$ cat config.mk
export PLATFORM = sky130hd
export DESIGN_NAME = channel_arbiter
export DESIGN_NICKNAME = d
export VERILOG_FILES = /design/src/rtl/channel_arbiter.sv
export SDC_FILE = /design/constraint.sdc
export NUM_CORES = 1
export LEC_CHECK = 0
export ABC_AREA = 0
export CAP_MARGIN = 30
export CELL_PAD_IN_SITES_DETAIL_PLACEMENT = 0
export CELL_PAD_IN_SITES_GLOBAL_PLACEMENT = 1
export CORE_AREA = 2 2 83 85
export CTS_CLUSTER_SIZE = 12
export DETAILED_ROUTE_END_ITERATION = 6
export DIE_AREA = 0 0 85 87
export PLACE_DENSITY = 0.82
export SYNTH_ARGS = -nofsm -noshare
export SYNTH_HDL_FRONTEND = slang
export SYNTH_SLANG_ARGS = --single-unit
export TNS_END_PERCENT = 5
$ cat constraint.sdc
create_clock -name clk -period 3 [get_ports clk]
set_clock_uncertainty 0.1 [all_clocks]
set_input_delay 0.45 -clock clk [delete_from_list [all_inputs] [get_ports clk]]
set_output_delay 0.45 -clock clk [all_outputs]
set_load 0.03 [all_outputs]
$ cat src/rtl/channel_arbiter.sv
// channel_arbiter: N-to-1 round-robin merger feeding a 2-entry output buffer.
// Each granted message is tagged with its source index. The downstream
// full flag only gates out_valid and never reaches the grant logic.
module channel_arbiter #(
    parameter int N     = 4,
    parameter int WIDTH = 8,
    parameter int SRC_W = $clog2(N),
    parameter int CNT_W = 16
) (
    input  logic                 clk,
    input  logic                 reset,
    input  logic                 initialize,
    input  logic [N*WIDTH-1:0]   in_data,
    input  logic [N-1:0]         in_valid,
    output logic [N-1:0]         in_is_taken,
    output logic [WIDTH-1:0]     out_data,
    output logic [SRC_W-1:0]     out_source,
    output logic                 out_valid,
    input  logic                 out_is_full,
    output logic [CNT_W-1:0]     forwarded_count
);

    localparam int ENTRY_W = WIDTH + SRC_W;
    localparam logic [SRC_W:0]   N_EXT    = (SRC_W + 1)'(N);
    localparam logic [SRC_W-1:0] LAST_SRC = SRC_W'(N - 1);
    localparam logic [N-1:0]     ONE_N    = {{(N - 1){1'b0}}, 1'b1};

    logic                 clear;
    logic [WIDTH-1:0]     in_words [N];
    logic [ENTRY_W-1:0]   head_reg;
    logic [ENTRY_W-1:0]   tail_reg;
    logic [1:0]           occ_reg;
    logic [1:0]           occ_next;
    logic [SRC_W-1:0]     rr_ptr_reg;
    logic [SRC_W-1:0]     rr_ptr_next;
    logic [CNT_W-1:0]     count_reg;
    logic [2*N-1:0]       valid_twice;
    logic [N-1:0]         valid_rotated;
    logic                 grant_found;
    logic [SRC_W-1:0]     grant_offset;
    logic [SRC_W:0]       grant_sum;
    logic [SRC_W-1:0]     grant_idx;
    logic                 enq;
    logic                 deq;
    logic                 write_head;
    logic [ENTRY_W-1:0]   new_entry;

    // Reset and soft clear have identical effect.
    assign clear = reset | initialize;

    generate
        for (genvar gi = 0; gi < N; gi++) begin : g_slice
            assign in_words[gi] = in_data[gi*WIDTH +: WIDTH];
        end
    endgenerate

    // Rotate the valid vector so bit 0 corresponds to the source at rr_ptr.
    assign valid_twice   = {in_valid, in_valid} >> rr_ptr_reg;
    assign valid_rotated = valid_twice[N-1:0];

    // Lowest set bit of the rotated vector is the first valid source from rr_ptr.
    always_comb begin
        grant_found  = 1'b0;
        grant_offset = '0;
        for (int k = N - 1; k >= 0; k--) begin
            if (valid_rotated[k]) begin
                grant_found  = 1'b1;
                grant_offset = SRC_W'(k);
            end
        end
    end

    assign grant_sum   = {1'b0, rr_ptr_reg} + {1'b0, grant_offset};
    assign grant_idx   = (grant_sum >= N_EXT) ? SRC_W'(grant_sum - N_EXT) : SRC_W'(grant_sum);
    assign rr_ptr_next = (grant_idx == LAST_SRC) ? '0 : grant_idx + 1'b1;

    // Grant depends only on registered occupancy, so out_is_full never reaches in_is_taken.
    assign enq         = grant_found && (occ_reg != 2'd2) && !clear;
    assign in_is_taken = enq ? (ONE_N << grant_idx) : '0;
    assign new_entry   = {in_words[grant_idx], grant_idx};

    assign deq       = (occ_reg != 2'd0) && !out_is_full && !clear;
    assign out_valid = deq;
    assign out_data  = head_reg[ENTRY_W-1:SRC_W];
    assign out_source = head_reg[SRC_W-1:0];
    assign forwarded_count = count_reg;

    // The new entry goes to the head if the buffer is empty after this cycle's dequeue.
    assign write_head = (occ_reg == 2'd0) || ((occ_reg == 2'd1) && deq);

    // Occupancy update for enqueue/dequeue combinations.
    always_comb begin
        occ_next = occ_reg;
        case ({enq, deq})
            2'b10:   occ_next = occ_reg + 2'd1;
            2'b01:   occ_next = occ_reg - 2'd1;
            default: occ_next = occ_reg;
        endcase
    end

    // Control state: occupancy, round-robin pointer and saturating transfer counter.
    always_ff @(posedge clk) begin
        if (clear) begin
            occ_reg    <= 2'd0;
            rr_ptr_reg <= '0;
            count_reg  <= '0;
        end else begin
            occ_reg <= occ_next;
            if (enq) begin
                rr_ptr_reg <= rr_ptr_next;
            end
            if (deq && (count_reg != {CNT_W{1'b1}})) begin
                count_reg <= count_reg + 1'b1;
            end
        end
    end

    // Buffer entries; contents are don't-care whenever occupancy excludes them.
    always_ff @(posedge clk) begin
        if (deq && (occ_reg == 2'd2)) begin
            head_reg <= tail_reg;
        end
        if (enq) begin
            if (write_head) begin
                head_reg <= new_entry;
            end else begin
                tail_reg <= new_entry;
            end
        end
    end

endmodule

==> impl_metrics.toml <==
[worst_setup_path]
cp_slowest_stage_delay_ps = 240
critPathRequiredTime_ps = 2450
cpLargestDelayFamily = "buffers and inverters"
crit_arrival_ps = 2290
start_kind = "primary input"
cp_slowest_cell = "dlygate4sd2_1"
crit_type = "in -> out"
cp-end-kind = "primary output"
worstPathCellList = "dlygate4sd2_1 -> buf_4 -> nor2_2 -> nor4_1 -> a21oi_1 -> o21ai_1 -> ha_2 -> xnor2_2 -> xnor2_2 -> inv_1 -> ha_2 -> and2_1 -> buf_6"
crit_fanout = 4
crit_buf_inv = 4

[clocking]
clk_latency_ps = 290
htree_levels = 2
cts_tree = "yes"
numCtsBuffers = 5
clock-sinks = 40
cts_hold_buf = 0
clockRootBuffer = "clkbuf_8"
cts_max_path_buffers = 2
clk_pin_slew_ps = 70

[logic_synthesis]
synth_top_cell_area_share_pct = 27.7
synth_top_cell_by_area = "dfxtp_1"
synth_seq_cells = 40
netlist_area_sq_um = 2170
yosysWarnings = 0
synth.area.top_cells = "dfxtp_1 28%, edfxtp_1 14%, mux4_1 9.7%"
synthArstFlopShare_pct = 0
synthFlopType = "dfxtp_1"
avgSynthCellArea_sq_um = 9.77
synth_fp_nets = 270
ys_seq_area_share_pct = 41.5
synth_xor_area_share_pct = 5.25
yosysUniqueCellTypes = 40
synth_fa_ha_area_share_pct = 4.61
synth-simple-area-share_pct = 21.9
netlist_instances = 222
synth_edf_count = 10
synth_top_family_by_area = "simple AND/OR/NAND/NOR gates"
synth-compound-area-share_pct = 12.3
synthMuxAreaShare_pct = 10.1

[floorplan]
die-area_sq_um = 7400
start_util_pct = 33.0
core_area_sq_um = 6570
num_io_pins = 71
die_h_um = 87
die_x_um = 85
rows = 30

[detailed_routing]
drt-initial-drc-count = 85
post_drt_wl_per_cell_um = 13.2
vias_per_cell = 4.95
first_pass_iters = 4
drc_errors = 0
num_vias = 1927
ant_nets = 0
wirelength_um = 5140

[layout]
areaGrowthSynthToFinish_pct = 47.0
num_antenna_cells = 0
drive_gt1_share_pct = 13.9
nNetsFinal = 356
stdcell_area_sq_um = 3190
num-fill-cells = 620
largest_reg_flops = 16

[sta]
max_slew_margin_pct = 67.7
drv_slew = 0
hold_viol = 0
post-route-min-period_ps = 2840
max_freq_mhz = 352
tightest_slew_ps = 483
timing.final.crit_share_pct = 94.8
rsz0062_at_grt = "yes"
setup_viol = 0

[grt]
grt.total_usage_pct = 13.6
grt_pass1_wl_um = 8140
antenna_found_initial = 0
overflow = 0
grt_pass1_vias = 1736
grt_start_max_net_pins = 21

[place]
gp_congestion = 0.759
dp_hpwl_um = 3770
portBuffers = 70
place_area_sq_um = 3030

[run_status]
status = "finished clean"

[worst_hold_path]
hold_path_class = "reg -> reg"

[flow_run]
drv_cap = 0

[power_and_ir_drop]
vdd_drop_max_v = 0.000263
finalPower_mw = 1.72
power_density_nw_per_um2 = 540
p_leak_nw = 1.26
[where the power goes]
part / internal (mW) / switching (mW) / total [mW]
clock network: 0.268 / 0.185 / 0.453
registers: 0.625 / 0.0339 / 0.659
logic: 0.310 / 0.301 / 0.611
total: 1.20 / 0.520 / 1.72
[cells in the mapped netlist (3+ instances only)]
library cell  instances
and2_1                3
edfxtp_1             10
a21o_1                8
ha_1                  8
clkbuf_1              4
nand4_1               3
inv_1                 5
xnor2_1               6
a21oi_1              12
xor2_1                7
o21ai_0               7
mux4_1                8
nor2_1               25
nand2_1              20
buf_6                 3
nand3_1              20
nor3_1                5
a211oi_1              3
dfxtp_1              30
and3_1                6
and4_1                4
[placed cells by master (no fill, tap or decap), drive strengths merged, types with 2 or more instances in the layout]
| master | instances |
|---|---|
| clkdlybuf4s50 | 61 |
| dfxtp | 30 |
| nor2 | 25 |
| buf | 24 |
| nand3 | 20 |
| nand2 | 20 |
| a21oi | 12 |
| edfxtp | 10 |
| mux4 | 8 |
| a21o | 8 |
| ha | 8 |
| xor2 | 7 |
| o21ai | 7 |
| and3 | 6 |
| clkbuf | 6 |
| inv | 6 |
| xnor2 | 6 |
| nor3 | 5 |
| and4 | 4 |
| a211oi | 4 |
| and2 | 3 |
| nand4 | 3 |
| nor2b | 2 |
| nand2b | 2 |
| o32ai | 2 |
| clkinv | 2 |
| or3 | 2 |
| o2111ai | 2 |
| clkdlybuf4s15 | 2 |
| dlygate4sd2 | 2 |
| nor4 | 2 |
[logic make-up after synthesis]
family / count (synthesis)
buf+inv: 17
xor+xnor: 13
flops: 40
compound gates: 40
simple gates: 95
mux: 9
fa+ha+maj: 8
[per-stage QoR]
step           TNS, ps  util, %  hold slack, ps  std cells  setup slack [ps]
2_1_floorplan        0        -             381        222              55.9
3_5_place_dp     -2640     46.2             406        380              -557
6_report             0     48.6             421        389               157
3_3_place_gp     -2190     46.2             396        380              -553
4_1_cts              0     48.3             422        389               112
5_1_grt          -4.60     48.6             440        389             -4.60
[final cells by class]
class	count	area, sq um	area share, %
Multi-Input combinational cell	165	1210	37.9
Tap cell	80	100	3.14
Sequential cell	40	902	28.3
Clock inverter	2	33.8	1.06
Timing Repair Buffer	89	836	26.2
Inverter	7	26.3	0.824
Clock buffer	6	82.6	2.59
[layer usage]
metal,wire (um),GRT usage [%],vias up,part of all wire (%)
met1,2320,18.3,885,45
li1,-,-,990,-
met5,0,0,-,0
met3,233,1.99,6,4.5
met2,2520,22.6,46,49
met4,62,4.33,0,1.2
[repair_timing]
item	CTS	global route
hold endpoints to repair	0	0
pin swaps	4	2
setup buffers	1	0
resized for setup	25	5
setup endpoints to repair	4	4
[worst paths after layout]
kind	from	endpoint	slack, ps	depth (start not counted)
worst max-delay path	in_valid[3]	in_is_taken[3]	160	13
worst min-delay path	forwarded_count[0]	forwarded_count[0]	420	1
worst max register to register	rr_ptr_reg[0]	head_reg[6]	470	9
worst min register to register	forwarded_count[0]	forwarded_count[0]	420	1
(Power assumes the default switching activity.)
